**src/rtl/vga_timing_pkg.sv**
```systemverilog
// Shared constants and types for the VGA horizontal and vertical timing
// generators: standard vertical mode timings and the line-region decode.
package vga_timing_pkg;

  // Screen region a scanline (or pixel) falls in.
  typedef enum logic [1:0] {
    SYNC   = 2'd0,
    BACK   = 2'd1,
    ACTIVE = 2'd2,
    FRONT  = 2'd3
  } region_t;

  // 640x480 @ 60 Hz vertical timing (lines).
  localparam int MODE_640X480_V_SYNC   = 2;
  localparam int MODE_640X480_V_BACK   = 33;
  localparam int MODE_640X480_V_ACTIVE = 480;
  localparam int MODE_640X480_V_FRONT  = 10;

  // 640x480 variant used by the scaled framebuffer path (shorter back porch).
  localparam int MODE_480S_V_SYNC   = 2;
  localparam int MODE_480S_V_BACK   = 29;
  localparam int MODE_480S_V_ACTIVE = 480;
  localparam int MODE_480S_V_FRONT  = 10;

  // 800x600 @ 60 Hz vertical timing (lines).
  localparam int MODE_800X600_V_SYNC   = 4;
  localparam int MODE_800X600_V_BACK   = 23;
  localparam int MODE_800X600_V_ACTIVE = 600;
  localparam int MODE_800X600_V_FRONT  = 1;

  // Map a position inside the frame to its region. Sync comes first,
  // then back porch, active, and front porch fills the rest.
  function automatic region_t line_region(input int line, input int sync,
                                           input int back, input int active);
    region_t r;
    if (line < sync)                      r = SYNC;
    else if (line < sync + back)          r = BACK;
    else if (line < sync + back + active) r = ACTIVE;
    else                                  r = FRONT;
    return r;
  endfunction

endpackage

```
**src/rtl/vga_vtiming_if.sv**
```systemverilog
// Signal bundle between the vertical timing generator and its consumers.
// The optional frame_cnt member exists only when VGA_VTIMING_FRAME_CNT_EN
// is defined.
//
// Handshake: there is no valid/ready pair. line_tick is a one-cycle strobe
// qualified by en; every cycle with en && line_tick counts as one line end.
// All timing outputs are registered and change on the clk edge that samples
// a qualifying tick.
interface vga_vtiming_if #(
  parameter int ROW_W = 7
);
  logic             en;
  logic             line_tick;
  logic             vsync;
  logic             v_active;
  logic [ROW_W-1:0] row;
  logic             frame_start;
  logic             last_line;
`ifdef VGA_VTIMING_FRAME_CNT_EN
  logic [15:0]      frame_cnt;
`endif

  // Timing generator side.
  modport master (
    input  en, line_tick,
    output vsync, v_active, row, frame_start, last_line
`ifdef VGA_VTIMING_FRAME_CNT_EN
    , output frame_cnt
`endif
  );

  // Line strobe source / timing consumer side.
  modport slave (
    output en, line_tick,
    input  vsync, v_active, row, frame_start, last_line
`ifdef VGA_VTIMING_FRAME_CNT_EN
    , input frame_cnt
`endif
  );
endinterface

```
**src/rtl/vga_row_scaler.sv**
```systemverilog
// Row prescaler: divides active scanlines by SCALE to produce the row index
// used by the pixel fetch logic. Row and prescaler both return to zero on the
// tick that ends the last active line, so row is 0 outside the active window.
module vga_row_scaler #(
  parameter int SCALE = 5,
  parameter int ROW_W = 7
) (
  input  logic             clk,
  input  logic             reset,
  input  logic             tick,        // counted line tick (en already applied)
  input  logic             active,      // line now ending is an active line
  input  logic             last_active, // line now ending is the last active line
  output logic [ROW_W-1:0] row
);
  localparam int SUB_W = (SCALE > 1) ? $clog2(SCALE) : 1;

  logic [SUB_W-1:0] sub_cnt_q, sub_cnt_d;
  logic [ROW_W-1:0] row_q, row_d;

  // Next prescaler / row value on each tick that ends an active line.
  always_comb begin
    sub_cnt_d = sub_cnt_q;
    row_d     = row_q;
    if (tick && active) begin
      if (last_active) begin
        sub_cnt_d = '0;
        row_d     = '0;
      end else if (sub_cnt_q == SUB_W'(SCALE - 1)) begin
        sub_cnt_d = '0;
        row_d     = row_q + ROW_W'(1);
      end else begin
        sub_cnt_d = sub_cnt_q + SUB_W'(1);
      end
    end
  end

  // Prescaler and row registers.
  always_ff @(posedge clk or posedge reset) begin
    if (reset) begin
      sub_cnt_q <= '0;
      row_q     <= '0;
    end else begin
      sub_cnt_q <= sub_cnt_d;
      row_q     <= row_d;
    end
  end

  assign row = row_q;
endmodule

```
**src/rtl/vga_vtiming.sv**
```systemverilog
// Vertical timing generator. Counts scanlines from the horizontal generator's
// line strobe and produces vsync, the active window, frame_start, last_line
// and the replicated row index. Defining VGA_VTIMING_FRAME_CNT_EN adds a
// 16-bit frame counter to the interface.
module vga_vtiming
  import vga_timing_pkg::*;
#(
  parameter int V_SYNC          = 2,
  parameter int V_BACK          = 29,
  parameter int V_ACTIVE        = 480,
  parameter int V_FRONT         = 10,
  parameter int SCALE           = 5,
  parameter int ROW_W           = 7,
  parameter bit SYNC_ACTIVE_LOW = 1'b1
) (
  input  logic          clk,
  input  logic          reset,
  vga_vtiming_if.master vif
);
  localparam int V_TOTAL   = V_SYNC + V_BACK + V_ACTIVE + V_FRONT;
  localparam int LINE_W    = (V_TOTAL > 1) ? $clog2(V_TOTAL) : 1;
  localparam int ACT_LAST  = V_SYNC + V_BACK + V_ACTIVE - 1;
  localparam int ROWS      = (SCALE > 0) ? (V_ACTIVE / SCALE) : 1;
  localparam logic SYNC_ON = SYNC_ACTIVE_LOW ? 1'b0 : 1'b1;

  // Illegal parameter sets stop elaboration.
  if (V_SYNC < 1 || V_BACK < 0 || V_ACTIVE < 1 || V_FRONT < 0 || SCALE < 1 ||
      ROW_W < 1 || V_TOTAL < 2 || (V_ACTIVE % SCALE) != 0 ||
      ROW_W < $clog2(ROWS)) begin : g_param_check
    $error("vga_vtiming: illegal parameter set");
  end

  logic              count;
  logic              wrap;
  logic [LINE_W-1:0] line_cnt_q, line_cnt_d;
  region_t           region_d;
  logic              vsync_q, vsync_d;
  logic              v_active_q, v_active_d;
  logic              frame_start_q, frame_start_d;
  logic              last_line_q, last_line_d;
  logic [ROW_W-1:0]  row_w;

  assign count = vif.en && vif.line_tick;
  assign wrap  = (line_cnt_q == LINE_W'(V_TOTAL - 1));

  // Next line number and the registered outputs decoded from it, so every
  // output changes on the same edge as the line counter.
  always_comb begin
    line_cnt_d = line_cnt_q;
    if (count) line_cnt_d = wrap ? '0 : line_cnt_q + LINE_W'(1);
    region_d      = line_region(int'(line_cnt_d), V_SYNC, V_BACK, V_ACTIVE);
    vsync_d       = (region_d == SYNC) ? SYNC_ON : ~SYNC_ON;
    v_active_d    = (region_d == ACTIVE);
    last_line_d   = (line_cnt_d == LINE_W'(V_TOTAL - 1));
    // Pulse only for the edge that wraps; it never stretches while en is low.
    frame_start_d = count && wrap;
  end

  // Line counter and output registers; reset lands in line 0 (sync pulse).
  always_ff @(posedge clk or posedge reset) begin
    if (reset) begin
      line_cnt_q    <= '0;
      vsync_q       <= SYNC_ON;
      v_active_q    <= 1'b0;
      frame_start_q <= 1'b0;
      last_line_q   <= 1'b0;
    end else begin
      line_cnt_q    <= line_cnt_d;
      vsync_q       <= vsync_d;
      v_active_q    <= v_active_d;
      frame_start_q <= frame_start_d;
      last_line_q   <= last_line_d;
    end
  end

  // v_active_q describes the line currently ending, which is what the
  // prescaler needs when the tick arrives.
  vga_row_scaler #(
    .SCALE (SCALE),
    .ROW_W (ROW_W)
  ) u_row_scaler (
    .clk         (clk),
    .reset       (reset),
    .tick        (count),
    .active      (v_active_q),
    .last_active (line_cnt_q == LINE_W'(ACT_LAST)),
    .row         (row_w)
  );

  assign vif.vsync       = vsync_q;
  assign vif.v_active    = v_active_q;
  assign vif.row         = row_w;
  assign vif.frame_start = frame_start_q;
  assign vif.last_line   = last_line_q;

`ifdef VGA_VTIMING_FRAME_CNT_EN
  logic [15:0] frame_cnt_q, frame_cnt_d;

  // Frame counter steps together with frame_start and wraps naturally.
  always_comb begin
    frame_cnt_d = frame_cnt_q;
    if (count && wrap) frame_cnt_d = frame_cnt_q + 16'd1;
  end

  // Frame counter register.
  always_ff @(posedge clk or posedge reset) begin
    if (reset) frame_cnt_q <= '0;
    else       frame_cnt_q <= frame_cnt_d;
  end

  assign vif.frame_cnt = frame_cnt_q;
`endif
endmodule

```
**src/flat_wrapper.sv**
```systemverilog
// flat-port wrapper written by rule: the top's interface ports become plain ports
module vga_vtiming_flat import vga_timing_pkg::*;
#(
  parameter int V_SYNC          = 2,
  parameter int V_BACK          = 29,
  parameter int V_ACTIVE        = 480,
  parameter int V_FRONT         = 10,
  parameter int SCALE           = 5,
  parameter int ROW_W           = 7,
  parameter bit SYNC_ACTIVE_LOW = 1'b1
)
  (clk, reset, vif_en, vif_line_tick, vif_vsync, vif_v_active, vif_row, vif_frame_start, vif_last_line);
  vga_vtiming_if #(.ROW_W(ROW_W)) vif_i ();
  input  logic clk;
  input  logic reset;
  input wire logic [$bits(vif_i.en)-1:0] vif_en;
  input wire logic [$bits(vif_i.line_tick)-1:0] vif_line_tick;
  output wire logic [$bits(vif_i.vsync)-1:0] vif_vsync;
  output wire logic [$bits(vif_i.v_active)-1:0] vif_v_active;
  output wire logic [$bits(vif_i.row)-1:0] vif_row;
  output wire logic [$bits(vif_i.frame_start)-1:0] vif_frame_start;
  output wire logic [$bits(vif_i.last_line)-1:0] vif_last_line;
  assign vif_i.en = vif_en;
  assign vif_i.line_tick = vif_line_tick;
  assign vif_vsync = vif_i.vsync;
  assign vif_v_active = vif_i.v_active;
  assign vif_row = vif_i.row;
  assign vif_frame_start = vif_i.frame_start;
  assign vif_last_line = vif_i.last_line;
  vga_vtiming #(.V_SYNC(V_SYNC), .V_BACK(V_BACK), .V_ACTIVE(V_ACTIVE), .V_FRONT(V_FRONT), .SCALE(SCALE), .ROW_W(ROW_W), .SYNC_ACTIVE_LOW(SYNC_ACTIVE_LOW)) u_core (.clk(clk), .reset(reset), .vif(vif_i));
endmodule
```
**config.mk**
```make
export PLATFORM = sky130hd
export DESIGN_NAME = vga_vtiming_flat
export DESIGN_NICKNAME = d
export VERILOG_FILES = /design/src/rtl/vga_timing_pkg.sv /design/src/rtl/vga_vtiming_if.sv /design/src/rtl/vga_row_scaler.sv /design/src/rtl/vga_vtiming.sv /design/src/flat_wrapper.sv
export SDC_FILE = /design/constraint.sdc
export NUM_CORES = 1
export LEC_CHECK = 0
export CAP_MARGIN = 5
export CORE_ASPECT_RATIO = 1.4
export CORE_UTILIZATION = 45
export DETAILED_ROUTE_END_ITERATION = 16
export PLACE_DENSITY = 0.66
export SLEW_MARGIN = 20
export SYNTH_ARGS = -nofsm -noshare
export SYNTH_HDL_FRONTEND = slang
export SYNTH_SLANG_ARGS = --single-unit
```
**constraint.sdc**
```tcl
create_clock -name clk -period 2.3 [get_ports clk]
set_input_delay 0.46 -clock clk [delete_from_list [all_inputs] [get_ports clk]]
set_output_delay 0.46 -clock clk [all_outputs]
set_load 0.01 [all_outputs]
```
==> flow_results.org, run 1 <==
** Global routing
- Entering global routing, the biggest net connects 25 pins.
- Global-route wire length before repair :: 5023 um
- Global routing used approximately a fifth of the available tracks across all layers.
- Total gr overflow :: 0
- Antenna violations before repair :: 0
- Number of global-route vias before repair :: around 1100

** Worst setup path
- Startpoint type of the worst setup path :: flip-flop
- Largest driver fanout on the critical path :: 10
- Number of stages on the worst setup path :: 7
- Data arrival time at the worst-slack endpoint :: about 2.2 ns
- Worst stage delay on the critical path :: 0.46 ns
- Reg2Reg Setup Slack :: about 0.21 ns
- Crit end category :: flip-flop
- The worst setup path is of the flip-flop to flip-flop kind.
- Critical path's top delay family :: simple AND/OR/NAND/NOR gates
- On the critical path, the stage with the largest delay is an instance of dfrtp_1.
- Counting cells, the worst reg-to-reg path comes to 7.
- Counting both buffers and inverters, the worst setup path holds a total of 1.
- Critical Path, Cell by Cell :: inv_1 > ha_1 > nor2b_1 > a41oi_2 > nor4_1 > xnor2_1 > nor2_1
- The startpoint identified for the worst register-to-register timing path is u_core.line_cnt_q[0].
- CP Launch Point :: u_core.line_cnt_q[0]
- The worst register-to-register path ends at u_core.u_row_scaler.row[6].
- STA puts the critical path data required time at roughly 2.4 ns.

** Routing
- Detailed-route wire length per cell :: roughly 15 um
- In this run, the number of DRC markers left after iteration 0 of detailed routing was 48.
- The count of nets left with antenna violations once routing finished came out at 0.
- Vias after detailed routing :: 1200
- First drt pass iteration count :: 4
- After detailed routing, the number of remaining DRC violations is 0.
- After detailed routing, the number of vias per cell comes to slightly below 6.
- Post-Route WL :: between 3000 and 4000 um

** Place
- DP HPWL :: ~2300 um
- Routability-driven placement finished with a final weighted congestion of between 0.9 and 1.
- Including well taps, the total number of placed cells is between 200 and 250.
- IO Port Bufs :: 14
- Cell area reported after detailed placement :: around 0.0016 mm2

** Timing
- At the pin with the least slew margin, the transition time is between 0.4 and 0.5 ns.
- Adding up every negative setup slack in the final design gives 0 ns.
- After layout, the minimum clock period comes to 2.094 ns.
- Final hold vios :: 0
- Setup violators final :: 0
- On the final layout, the worst hold slack is about 0.54 ns.
- Clock skew :: between 0.005 and 0.006 ns
- Relative slew slack :: roughly 68%
- Tcrit/Tclk final :: about nine tenths
- Highest attainable clock frequency :: roughly 480 MHz
- RSZ-0062 raised after global routing :: no
- The final count of pins violating max slew came to 0.

** Clock network
- Clock Tree Buf Depth :: 2
- Total clock buffers created by CTS :: 3
- TritonCTS clock tree :: yes
- After clock tree synthesis, the setup repair step added 0 buffers.
- After clock tree synthesis, the clock-pin slew on the worst setup and hold paths is roughly 0.08 ns.
- The clock reaches the later pin of the worst-skew pair after approximately 0.26 ns.
- For this design, the CTS-stage hold fixing added 0 buffers.
- Number of gates resized after cts :: 0
- Root Driver :: clkbuf_8
- Clock sink count :: 24
- CTS built an H-tree with a depth of 1.

** Pwr
- Leakage dissipation :: around 0.74 nW
- Ratio of total power to cell area :: about 670 mW/mm2
- The design draws about 1.1 mW.
- VDD sags by at most 0.0006294 V.

** Status
- Outcome :: finished clean

** Synthesis
- The most used flip-flop cell after synthesis is dfrtp_1.
- Mapped Avg Cell Area :: roughly 9.4 um2
- Synthesis handed over a netlist of 150 instances.
- Top area cells in the synthesized netlist :: dfrtp_1 43%, ha_1 5.3%, xnor2_1 5.0%
- The synthesized netlist contains 47 unique library cells.
- The biggest area contributor in the post-synthesis netlist is dfrtp_1.
- Area of the mapped netlist :: roughly 0.0014 mm2
- Portion of synthesized cell area occupied by the leading cell type :: between 40% and 50%
- Post-synthesis net count :: 160
- In this run, synthesis inferred 0 flip-flops with an integrated enable.
- In the synthesized netlist the async set-or-reset flop fraction comes to 100.0%.
- Synthesis Warnings :: 0
- Sequential fraction of the synthesis area :: 42.59%
- After synthesis the netlist holds a flip-flop and latch count of 24.

** Cells and area
- Cells with a size suffix above 1 make up between 10% and 20% of the layout.
- The net count of the finished layout is 180.
- Post-Layout Cell Count :: just over 200
- N_diodes :: 0
- The layout has 262 filler cells.
- Combined area of the multi-input logic cells :: 757.0 um2
- Growth of design area from synthesis to finish :: 19.96%
- After routing the design area is approximately 0.0017 mm2.
- Register Area :: 600.6 um2

** Floorplan
- From left edge to right edge, the die measures approximately 49 um.
- For this design the top-level I/O count stands at 15.
- In this run the standard cell core region covers roughly 0.003 mm2.
- Vertical die dimension :: 68.24 um
- Initial cell density of the core :: 48.04%
- Floorplan die area :: approximately 0.0034 mm2
- In this run the core area contains 23 standard-cell rows.

** Run
- Max-cap violations :: 0

** Worst hold path
- Instance count along the most critical hold path :: 2
- The startpoint identified for the worst hold timing path is u_core.u_row_scaler.sub_cnt_q[1].
- The worst hold path belongs to the class flip-flop to flip-flop.
- The worst hold path terminates at u_core.u_row_scaler.sub_cnt_q[1].
metal layers:
| metal | vias up | wire [um] | GRT usage (%) |
|---|---|---|---|
| met1 | 583 | 1270 | 23.28 |
| met5 | - | 0 | 0 |
| li1 | 577 | - | - |
| met3 | 9 | 127 | 3.778 |
| met4 | 0 | 73 | 7.721 |
| met2 | 31 | 1648 | 36.13 |
cells in the final DEF, fill, tap and decap left out, types with 3 or more instances in the layout:
cell type / count
nor4_1: 3
dfrtp_1: 24
clkbuf_8: 3
xnor2_1: 8
xor2_1: 4
nand3_1: 8
nand2_1: 15
ha_1: 6
buf_4: 5
nand4_1: 6
nor2_1: 11
inv_1: 9
clkdlybuf4s50_1: 14
nor3_1: 7
o21ai_0: 7
cells in the mapped netlist (2+ instances only):
| cell type | number |
|---|---|
| a21o_1 | 2 |
| and3_1 | 2 |
| or3_1 | 2 |
| and2_1 | 2 |
| dfrtp_1 | 24 |
| nor4_1 | 4 |
| nor3_1 | 7 |
| ha_1 | 6 |
| xor2_1 | 4 |
| o21ai_1 | 2 |
| nor2_1 | 11 |
| and4_1 | 2 |
| nand2_1 | 15 |
| o21ai_0 | 7 |
| nand4_1 | 6 |
| inv_1 | 9 |
| nand3_1 | 8 |
| xnor2_1 | 8 |
logic make-up (layout without fill, tap and decap cells):
family,Yosys count,after routing,synth area share [%]
XOR/XNOR,12,12,7.453
adder cells (fa/ha/maj),6,6,5.324
flip-flops,24,24,42.59
AO/OA/AOI/OAI,22,22,11.09
buffers and inverters,14,33,4.702
AND/OR/NAND/NOR,72,72,28.84
worst max path at each step:
stage,endpoint
floorplan,u_core.vif.last_line
global placement,u_core.vif.v_active
detailed placement,u_core.vif.v_active
CTS,u_core.u_row_scaler.row[5]
global route,u_core.u_row_scaler.row[6]
finish,u_core.u_row_scaler.row[6]
sequential cells by signal, indices dropped and copies added, names as in the netlist:
name / flops
u_core.line_cnt_q: 10
u_core.vif.last_line: 1
u_core.u_row_scaler.row: 7
u_core.vif.frame_start: 1
u_core.vif.v_active: 1
u_core.vif.vsync: 1
u_core.u_row_scaler.sub_cnt_q: 3
power by group:
| part | internal, mW | total, mW | leakage (nW) | switching [mW] |
|---|---|---|---|---|
| clock network | 0.232 | 0.362 | 0.0357 | 0.129 |
| logic | 0.0949 | 0.246 | 0.382 | 0.152 |
| registers | 0.467 | 0.525 | 0.325 | 0.0584 |
| total | 0.794 | 1.13 | 0.743 | 0.339 |
final cells by class:
cell class | count | area share (%)
clock buffer | 3 | 2.441
clock inverter | 1 | 1.775
inverter | 10 | 2.293
multi-input combinational | 112 | 44.75
sequential | 24 | 35.50
tap | 37 | 2.737
timing repair buffer | 19 | 10.50
per-stage QoR:
step | util (%) | worst slack (ns)
after CTS | 57.16 | 0.05998
final | 57.63 | 0.2059
after detailed placement | 54.73 | -0.03147
after global placement | 54.73 | -0.01518
after floorplan | - | 0.4161
after global routing | 57.63 | 0.06673
worst min-delay path, stage by stage, from the launching register on:
cell     delay (ns)
dfrtp_1        0.38
nand2_1        0.05
o21ai_0        0.08
Note: power is estimated with default switching activity, not from simulation.
==> inputs of run 2 (changes only) <==
CAP_MARGIN = 25   (was 5)
==> results of run 2 <==
No change in the layout: final DEF, timing and power equal those of run 1.
